### config.mk
export PLATFORM = sky130hd
export DESIGN_NAME = stdp_weight_updater
export DESIGN_NICKNAME = d
export VERILOG_FILES = /design/src/rtl/stdp_weight_updater_pkg.sv /design/src/rtl/stdp_weight_updater_sat_incdec.sv /design/src/rtl/stdp_weight_updater.sv
export SDC_FILE = /design/constraint.sdc
export NUM_CORES = 1
export LEC_CHECK = 0
export ABC_AREA = 1
export BUFFER_PORTS_ARGS = -buffer_cell sky130_fd_sc_hd__buf_2
export CORE_ASPECT_RATIO = 0.5
export CORE_UTILIZATION = 50
export CTS_CLUSTER_DIAMETER = 100
export DETAILED_ROUTE_END_ITERATION = 7
export PLACE_DENSITY_LB_ADDON = 0.3
export SYNTH_ARGS = -nofsm -noshare
export SYNTH_HDL_FRONTEND = slang
export SYNTH_HIERARCHICAL = 1
export SYNTH_SLANG_ARGS = --single-unit
### constraint.sdc
create_clock -name clk -period 7.1 [get_ports clk]
set_input_delay 0.71 -clock clk [delete_from_list [all_inputs] [get_ports clk]]
set_output_delay 0.71 -clock clk [all_outputs]
set_load 0.02 [all_outputs]
### src/rtl/stdp_weight_updater_pkg.sv
// stdp_weight_updater_pkg: shared FSM states, update ops, weight type and LFSR constants for the STDP learning stage
package stdp_weight_updater_pkg;
  localparam int WBITS_DEF = 3;
  typedef logic [WBITS_DEF-1:0] weight_t;
  localparam weight_t WMAX = '1;
  typedef enum logic [1:0] {COLLECT, UPDATE, DONE} state_t;
  typedef enum logic [1:0] {HOLD, INC, DEC} op_t;
  localparam logic [15:0] LFSR_SEED = 16'hACE1;
  localparam logic [15:0] LFSR_TAPS = 16'hB400;
endpackage

### src/rtl/stdp_weight_updater_sat_incdec.sv
// sat_incdec: combinational saturating +1/-1/hold on a W-bit value (val in, op select, res out)
module sat_incdec
  import stdp_weight_updater_pkg::*;
#(
  parameter int W = 3
) (
  input  logic [W-1:0] val,
  input  op_t          op,
  output logic [W-1:0] res
);
  always_comb res = (op == INC && val != '1) ? val + W'(1) : (op == DEC && val != '0) ? val - W'(1) : val;
endmodule

### src/rtl/stdp_weight_updater.sv
// stdp_weight_updater: records first pre/post spike times per gamma window then applies STDP to one weight per cycle (clk, rst, spikes_in, spike_out, gamma_end in; weights, busy, update_done out; STDP_STOCHASTIC_EN gates updates with an LFSR)
module stdp_weight_updater
  import stdp_weight_updater_pkg::*;
#(
  parameter int NUM_SPIKES = 8,
  parameter int WBITS      = 3,
  parameter int WINIT      = 4,
  parameter int TBITS      = 4
) (
  input  logic                        clk,
  input  logic                        rst,
  input  logic [NUM_SPIKES-1:0]       spikes_in,
  input  logic                        spike_out,
  input  logic                        gamma_end,
  output logic [NUM_SPIKES*WBITS-1:0] weights,
  output logic                        busy,
  output logic                        update_done
);
  localparam int KBITS = NUM_SPIKES > 1 ? $clog2(NUM_SPIKES) : 1;
  localparam logic [TBITS-1:0] TMAX = '1;
  state_t state, state_nxt;
  logic [KBITS-1:0] k;
  logic [TBITS-1:0] tcnt, t_post;
  logic [TBITS-1:0] t_pre [NUM_SPIKES];
  logic [NUM_SPIKES-1:0] pre_v;
  logic post_v, last;
  logic [WBITS-1:0] w [NUM_SPIKES];
  logic [WBITS-1:0] w_new;
  op_t op, op_rule;
  always_comb begin
    last = k == KBITS'(NUM_SPIKES - 1);
    state_nxt = state == COLLECT ? (gamma_end ? UPDATE : COLLECT) : state == UPDATE ? (last ? DONE : UPDATE) : COLLECT;
    busy = state == UPDATE;
    update_done = state == DONE;
    op_rule = !post_v ? HOLD : (pre_v[k] && t_pre[k] <= t_post) ? INC : DEC;
  end
`ifdef STDP_STOCHASTIC_EN
  logic [15:0] lfsr;
  always_ff @(posedge clk or posedge rst)
    if (rst) lfsr <= LFSR_SEED;
    else if (state == UPDATE) lfsr <= {lfsr[14:0], ^(lfsr & LFSR_TAPS)};
  assign op = lfsr[0] ? op_rule : HOLD;
`else
  assign op = op_rule;
`endif
  sat_incdec #(.W(WBITS)) u_sat (.val(w[k]), .op(op), .res(w_new));
  always_ff @(posedge clk or posedge rst)
    if (rst) state <= COLLECT;
    else state <= state_nxt;
  always_ff @(posedge clk or posedge rst)
    if (rst) begin
      tcnt <= '0;
      t_post <= '0;
      pre_v <= '0;
      post_v <= 1'b0;
      k <= '0;
      for (int i = 0; i < NUM_SPIKES; i++) begin
        w[i] <= WBITS'(WINIT);
        t_pre[i] <= '0;
      end
    end else begin
      if (state == COLLECT) begin
        tcnt <= tcnt == TMAX ? tcnt : tcnt + 1'b1;
        k <= '0;
        for (int i = 0; i < NUM_SPIKES; i++)
          if (spikes_in[i] && !pre_v[i]) begin
            pre_v[i] <= 1'b1;
            t_pre[i] <= tcnt;
          end
        if (spike_out && !post_v) begin
          post_v <= 1'b1;
          t_post <= tcnt;
        end
      end
      if (state == UPDATE) begin
        w[k] <= w_new;
        k <= k + 1'b1;
      end
      if (state == DONE) begin
        pre_v <= '0;
        post_v <= 1'b0;
        tcnt <= '0;
      end
    end
  for (genvar g = 0; g < NUM_SPIKES; g++) assign weights[g*WBITS +: WBITS] = w[g];
endmodule

==> impl_metrics.toml, run 1 <==
[status]
outcome = "completed"

[route]
wl_per_cell_um = 15.5
first_pass_iters = 6
finalWirelength_um = 8950
drtIter0Drc = 256
vias = 3219
avgViaCountPerCell = 5.58
ant_nets = 0
drc = 0

[clock_tree]
cts_resized = 0
htree_levels = 3
clock_path_buffers = 2
hold_buffers = 0
root_buffer = "clkbuf_16"
cts_sinks = 78
clock_latency_ns = 0.34
clk_pin_slew_ns = 0.06
cts_tree = "yes"
cts_buffers = 9
post-cts-setup-buffer-count = 0

[global_routing]
met2_usage_pct = 39.0
grt_antenna_before_repair = 0
grt_use_total_pct = 25.1
grt_busiest_layer = "met2"
overflow = 0
grt_pass1_wl_um = 15200
grt_pass1_vias = 3059
use_met1_pct = 33.0
grt.met3_usage_pct = 7.65
grt_max_degree = 79

[yosys]
synth_ff_type = "dfrtp_1"
ys_top_cells_by_area = "dfrtp_1, o21ai_0, nand2_1"
synth-warning-count = 6
synth_seq_cells = 78
synth-edff-count = 0
synth_cells = 439
seq_area_frac_synth_pct = 52.2
yosysTopAreaCell = "dfrtp_1"
synth_nets = 462
async_reset_ff_share_pct = 100
synth.cell_area_sq_mm = 0.00376
synth_top_area_share_pct = 46.6
ys_types = 28
yosys-top-cells-count = "nand2_1, o21ai_0, dfrtp_1"
synth_most_common_cell = "nand2_1"
syn_avg_cell_area_sq_um = 8.56

[final_layout]
multi_input_area_sq_mm = 0.00157
layout-drive-gt1-share_pct = 16.3
nets = 503
area_growth_pct = 16.1
seqCellArea_sq_mm = 0.00196
design_area_sq_mm = 0.00436
antennaDiodeCount = 0
fill_cells = 601

[sta]
drv_slew = 0
tns_ns = 0
hold_violations = 0
fin_ws_ns = 3.93
fin_crit_ns = 3.17
fin_skew_ns = 0.00604
max_slew_margin_pct = 34.8
rsz0062_at_grt = "false"
fmax_ghz = 0.316
finalCritPeriodShare_pct = 44.6
worstMarginPinSlew_ns = 0.978
hold-worst-slack_ns = 0.479
setup_violations = 0

[critical_path]
cp.required_ns = 7.34
critPathCaptureType = "flop"
cp_max_fo = 24
worstPathArrival_ns = 3.41
critPathKind = "reg2reg"
start_kind = "flop"

[die]
die_w_um = 125
start_util_pct = 54.0
core_sq_mm = 0.00696
ios = 38
core.rowCount = 21
chipHeight_um = 63.3
die_area_sq_mm = 0.00789

[placed_design]
detailedPlace.worstSlack_ns = 4.02
io_buffers = 37
gp_congestion = 0.880
placed_area_sq_mm = 0.00403
hpwl_um = 6090

[hold_path]
hold_path.class = "reg2reg"

[run]
maxCapViolations = 0
worst max-delay path: stages, from the launching register on:
cell and delay [ns]:
dfrtp_1 0.37, inv_1 0.51, o21ai_0 0.22, o22ai_1 0.19, nor2_1 0.08, ha_1 0.28, nand2_1 0.05, nor2_1 0.13
inv_1 0.05, nand2_1 0.06, o21ai_0 0.07, nor2_1 0.23, inv_2 0.09, nand3_2 0.12, nand2_2 0.05, nand2_1 0.06
nand2_1 0.06, inv_1 0.13, inv_1 0.11, o21ai_0 0.22
cells in the final DEF, fill, tap and decap left out, types with 8 or more instances in the layout:
cell / instances
buf_2: 37
clkbuf_16: 9
dfrtp_1: 70
dfstp_2: 8
ha_1: 11
inv_1: 44
nand2_1: 108
nand3_1: 19
nor2_1: 25
o211ai_1: 11
o21ai_0: 91
state kept, by name, indices dropped and copies added, names as in the netlist:
signal	flops
pre_v	8
state	2
weights	24
post_v	1
tcnt	4
t_post	4
t_pre	32
k	3
per-stage QoR:
stage,util (%),cells
finish,62.7,577
global route,62.7,577
CTS,62.7,577
detailed placement,57.8,561
global placement,57.8,561
floorplan,-,439
metal layers:
metal / part of all wire (%) / vias up
met5: 0 / -
met3: 6.1 / 14
li1: - / 1550
met1: 47 / 1543
met4: 1.7 / 0
met2: 45 / 112
area by class of cell:
type | instances | area share [%]
sequential | 78 | 45.0
multi-input combinational | 303 | 35.9
clock buffer | 13 | 6.19
timing repair buffer | 39 | 4.59
inverter | 49 | 4.22
tap | 92 | 2.64
clock inverter | 3 | 1.49
kinds of logic (layout without fill, tap and decap cells):
kind of cell               Yosys count  count (layout)  share of synthesized area (%)
DFF                                 78              78                           52.2
adders and majority gates           11              11                           3.66
AOI/OAI and AO/OA                  120             120                           17.6
buffers and inverters               58             104                           6.09
and+or+nand+nor                    172             172                           20.4
path summary, 6_finish.rpt:
check | endpoint | slack (ns) | cells past startpoint | startpoint
max in group asynchronous | tcnt[3]$_DFFE_PP0P_ | 5.79 | 3 | rst
worst max register to register | weights[18]$_DFFE_PP0P_ | 3.93 | 19 | k[0]$_DFFE_PP0P_
worst min-delay path | t_pre[13]$_DFFE_PP0P_ | 0.48 | 2 | t_pre[13]$_DFFE_PP0P_
worst max-delay path | weights[18]$_DFFE_PP0P_ | 3.93 | 19 | k[0]$_DFFE_PP0P_
min in group asynchronous | weights[10]$_DFFE_PP0P_ | 0.64 | 3 | rst
worst min register to register | t_pre[13]$_DFFE_PP0P_ | 0.48 | 2 | t_pre[13]$_DFFE_PP0P_
Power of run 1 is not shown: default switching activity piles up to over one toggle a cycle in this logic, so the estimate is an artifact.
==> run 2, diff against run 1 <==
- clock period: 7.1 -> 2.7 ns (I/O delays scaled with it)
==> impl_metrics.toml, run 2 (synthesized netlist as in run 1, its figures left out) <==
[status]
outcome = "finished, violations left"
violations = "setup timing"

[global_routing]
grt_pass1_wl_um = 16200
grt_use_total_pct = 26.7
overflow = 0
grt_antenna_before_repair = 0
grt_pass1_vias = 3188
grt_max_degree = 51

[final_layout]
layout-drive-gt1-share_pct = 30.7
antennaDiodeCount = 0
nets = 526
largest_reg_flops = 32
seqCellArea_sq_mm = 0.00197
fill_cells = 533
multi_input_area_sq_mm = 0.00177
design_area_sq_mm = 0.00476
area_growth_pct = 26.7
final_cell_mix = "nand2_1, dfrtp_1, o21ai_0, inv_1, buf_2"
top_register = "t_pre"
final_common_cell = "nand2_1"

[placed_design]
io_buffers = 37
detailedPlace.worstSlack_ns = -0.129
gp_congestion = 0.968
hpwl_um = 6640
placed_area_sq_mm = 0.00418

[critical_path]
timing.rr.start = "k[0]$_DFFE_PP0P_"
slowest_stage = "dfrtp_2"
max_stage_delay_ns = 0.44
critPathKind = "reg2reg"
worstPathCellList = "buf_12 -> buf_8 -> o21a_1 -> o21ai_2 -> nand4_1 -> ha_4 -> nand2_4 -> inv_2 -> nand2_2 -> a21oi_2 -> nor2_1 -> nor2_2 -> nand3b_4 -> nand2_2 -> nand2_1 -> nand2_1 -> inv_2 -> inv_4 -> o21ai_2"
crit_end = "weights[6]$_DFFE_PP0P_"
start_kind = "flop"
path_depth = 19
rr_worst_depth = 19
r2r-end = "weights[6]$_DFFE_PP0P_"
cp_top_family = "simple AND/OR/NAND/NOR gates"
cp-startpoint = "k[0]$_DFFE_PP0P_"
r2r_slack_ns = -0.05
worst-path-buf-inv = 5
critPathCaptureType = "flop"
cp_max_fo = 6
worstPathArrival_ns = 3.01
cp.required_ns = 2.96

[sta]
rsz0062_at_grt = "true"
fin_ws_ns = -0.0454
tns_ns = -0.420
drv_slew = 0
worstMarginPinSlew_ns = 0.614
finalCritPeriodShare_pct = 102
max_slew_margin_pct = 58.9
fin_skew_ns = 0.00607
hold_violations = 0
setup_violations = 19
fmax_ghz = 0.364
fin_crit_ns = 2.75

[clock_tree]
cts_tree = "yes"
htree_levels = 3
clk_pin_slew_ns = 0.06
cts_sinks = 78
cts_buffers = 9
hold_buffers = 0
clock_latency_ns = 0.34
root_buffer = "clkbuf_16"
clock_path_buffers = 2

[die]
die_area_sq_mm = 0.00789
core_sq_mm = 0.00696
ios = 38
die_w_um = 125
core.rowCount = 21
chipHeight_um = 63.3
start_util_pct = 54.0

[route]
first_pass_iters = 6
drtIter0Drc = 410
avgViaCountPerCell = 5.66
drc = 0
finalWirelength_um = 9840
ant_nets = 0
vias = 3398
wl_per_cell_um = 16.4

[hold_path]
hold_path.class = "in2async"

[run]
maxCapViolations = 0
[run 2: worst min path at each step]
stage	startpoint	endpoint	slack [ns]
4_1_cts	rst	weights[10]$_DFFE_PP0P_	0.02
3_5_place_dp	rst	weights[10]$_DFFE_PP0P_	0.37
2_1_floorplan	gamma_end	state[0]$_DFF_PP0_	0.39
6_report	rst	state[0]$_DFF_PP0_	0.001
5_1_grt	rst	weights[10]$_DFFE_PP0P_	0.06
3_3_place_gp	rst	weights[10]$_DFFE_PP0P_	0.38
[run 2: layer usage]
metal,vias up,track usage (%),share of wire (%)
met4,0,9.34,1.7
li1,1602,-,-
met5,-,0,0
met3,25,6.54,6.6
met1,1636,37.0,46
met2,135,40.9,46
[run 2: timing repair]
action                                  in CTS  in global routing
endpoints found under the setup margin      20                 24
pin swaps                                   23                 31
setup buffers                                7                  2
resized for setup                           38                 66
[run 2: per-stage QoR]
stage          cells  util, %  hold slack [ns]
2_1_floorplan    439        -            0.391
3_3_place_gp     576     60.0            0.380
3_5_place_dp     576     60.0            0.372
4_1_cts          599     65.6           0.0183
5_1_grt          600     68.4           0.0646
6_report         600     68.4          0.00128
[run 2: layout make-up]
| class | instances | share of cell area, % |
|---|---|---|
| Clock inverter | 7 | 1.37 |
| Inverter | 49 | 4.13 |
| Multi-Input combinational cell | 303 | 37.1 |
| Clock buffer | 9 | 4.73 |
| Tap cell | 92 | 2.42 |
| Sequential cell | 78 | 41.3 |
| Timing Repair Buffer | 62 | 9.01 |
Power of run 2 is left out for the same reason.
==> run 3, diff against run 2 <==
- ABC_AREA: 1 -> not set
==> impl_metrics.toml, run 3 <==
[yosys]
synth_top_area_share_pct = 44.6
syn_avg_cell_area_sq_um = 14.2
synth_seq_cells = 78
ys_types = 39
ys_top_cells_by_area = "dfrtp_1, mux2_2, mux4_2"
synth-edff-count = 0
synth_ff_type = "dfrtp_1"
synth_nets = 300
yosys-top-cells-count = "dfrtp_1, mux2_2, mux4_2"
synth_cells = 277
synth_most_common_cell = "dfrtp_1"
yosysTopAreaCell = "dfrtp_1"
synth.cell_area_sq_mm = 0.00393
seq_area_frac_synth_pct = 49.9
synth-warning-count = 6
async_reset_ff_share_pct = 100

[sta]
max_slew_margin_pct = 31.9
hold_violations = 0
worstMarginPinSlew_ns = 1.02
fmax_ghz = 0.310
fin_skew_ns = 0.00653
rsz0062_at_grt = "true"
finalCritPeriodShare_pct = 119
drv_slew = 0
fin_ws_ns = -0.522
fin_crit_ns = 3.22
setup_violations = 24
tns_ns = -11.73

[critical_path]
critPathCaptureType = "flop"
critPathKind = "reg2reg"
slowest_stage = "mux4_2"
worstPathCellList = "buf_4 -> mux4_2 -> mux2_4 -> ha_4 -> nand4b_1 -> nand3_1 -> a21oi_2 -> buf_4 -> nor2b_2 -> mux2i_2 -> xnor2_2 -> buf_4 -> mux2_2"
cp.required_ns = 2.93
worstPathArrival_ns = 3.45
cp_max_fo = 8
worst-path-buf-inv = 3
crit_top_cell = "buf_4"
start_kind = "flop"
cp_top_family = "multiplexers"
max_stage_delay_ns = 0.49

[clock_tree]
root_buffer = "clkbuf_16"
cts_buffers = 9
clock_latency_ns = 0.34
cts_tree = "yes"
htree_levels = 3
hold_buffers = 0
cts_sinks = 78
clk_pin_slew_ns = 0.06
clock_path_buffers = 2

[die]
die_w_um = 127
start_util_pct = 52.7
core.rowCount = 22
core_sq_mm = 0.00746
chipHeight_um = 64.7
die_area_sq_mm = 0.00824
ios = 38

[global_routing]
grt_pass1_wl_um = 13800
grt_max_degree = 79
grt_antenna_before_repair = 0
grt_pass1_vias = 2608
overflow = 0
grt_use_total_pct = 22.9

[final_layout]
instances_no_fill = 447
largest_reg_flops = 32
final_cell_mix = "dfrtp_1, mux2_2, buf_2, buf_4, mux4_2"
layout-drive-gt1-share_pct = 55.2
final_common_cell = "dfrtp_1"
area_growth_pct = 22.5
nets = 357
top_register = "t_pre"
design_area_sq_mm = 0.00481
antennaDiodeCount = 0

[route]
avgViaCountPerCell = 5.60
finalWirelength_um = 8380
drtIter0Drc = 152
wl_per_cell_um = 18.7
vias = 2502
first_pass_iters = 4
ant_nets = 0
drc = 0

[run]
maxCapViolations = 0

[status]
violations = "setup timing"
outcome = "finished, violations left"

[placed_design]
dp_cells = 424
gp_congestion = 0.835
hpwl_um = 5880
placed_area_sq_mm = 0.00438
io_buffers = 37

[hold_path]
hold_path.class = "in2async"
## run 3: cell count changes after synthesis, sizes merged, moves of 4 or more
| cell | before | now |
|---|---|---|
| o21ai | 91 | 6 |
| nand4 | 7 | 1 |
| nand3 | 20 | 5 |
| nor2 | 30 | 11 |
| mux4 | 0 | 16 |
| mux2i | 0 | 5 |
| inv | 49 | 11 |
| nand2 | 109 | 9 |
| o211ai | 11 | 0 |
| clkbuf | 2 | 6 |
| mux2 | 0 | 65 |
| nor3b | 1 | 11 |
| o21a | 7 | 1 |
| a21o | 0 | 9 |
## run 3: layout make-up
| cell class | instances | area (sq um) |
|---|---|---|
| clock inverters | 3 | 42.5 |
| repair buffers | 60 | 383 |
| flip-flops and latches | 78 | 1960 |
| clock buffers | 13 | 260 |
| well taps | 108 | 135 |
| fillers | 544 | 2650 |
| multi-input cells | 174 | 1990 |
| inverters | 11 | 41.3 |
## run 3: tightest hold or removal path, stage by stage
cell    delay, ns
buf_2        0.10
inv_2        0.06
buf_12       0.33
## run 3: per-stage QoR
step | worst slack, ns | util [%] | hold slack (ns)
5_1_grt | -0.627 | 64.5 | 0.0426
6_report | -0.522 | 64.5 | 0.00699
3_3_place_gp | -0.598 | 58.7 | 0.382
4_1_cts | -0.498 | 64.5 | 0.0252
3_5_place_dp | -0.745 | 58.7 | 0.390
2_1_floorplan | -0.496 | - | 0.423
## run 3: per-layer routing
metal	up-vias	part of all wire, %	global-route usage [%]
met5	-	0	0
met4	0	1.3	10.1
met3	10	3.6	6.52
met2	55	48	37.1
met1	1312	47	29.2
li1	1125	-	-
## run 3: path summary, 6_finish.rpt
check,cells after the start,slack [ns],to,start
worst max-delay path,13,-0.52,weights[18]$_DFFE_PP0P_,k[0]$_DFFE_PP0P_
worst min-delay path,3,0.007,weights[1]$_DFFE_PP0P_,rst
worst max register to register,13,-0.52,weights[18]$_DFFE_PP0P_,k[0]$_DFFE_PP0P_
worst min register to register,1,0.51,t_pre[28]$_DFFE_PP0P_,t_pre[28]$_DFFE_PP0P_
max in group asynchronous,3,2.35,weights[8]$_DFFE_PP1P_,rst
min in group clk,3,0.17,state[0]$_DFF_PP0_,gamma_end
## run 3: repair_timing
| action | in CTS | in global routing |
|---|---|---|
| pin swaps | 3 | 4 |
| buffers inserted | 7 | 0 |
| resized for setup | 17 | 1 |
| setup endpoints to repair | 24 | 24 |
## run 3: cells by family after synthesis
family | synth area share (%)
AND/OR/NAND/NOR | 9.55
AO/OA/AOI/OAI | 4.90
multiplexers | 29.2
buffers and inverters | 2.71
flip-flops | 49.9
XOR/XNOR | 0.223
adder cells (fa/ha/maj) | 3.50
Power of run 3 is left out for the same reason.
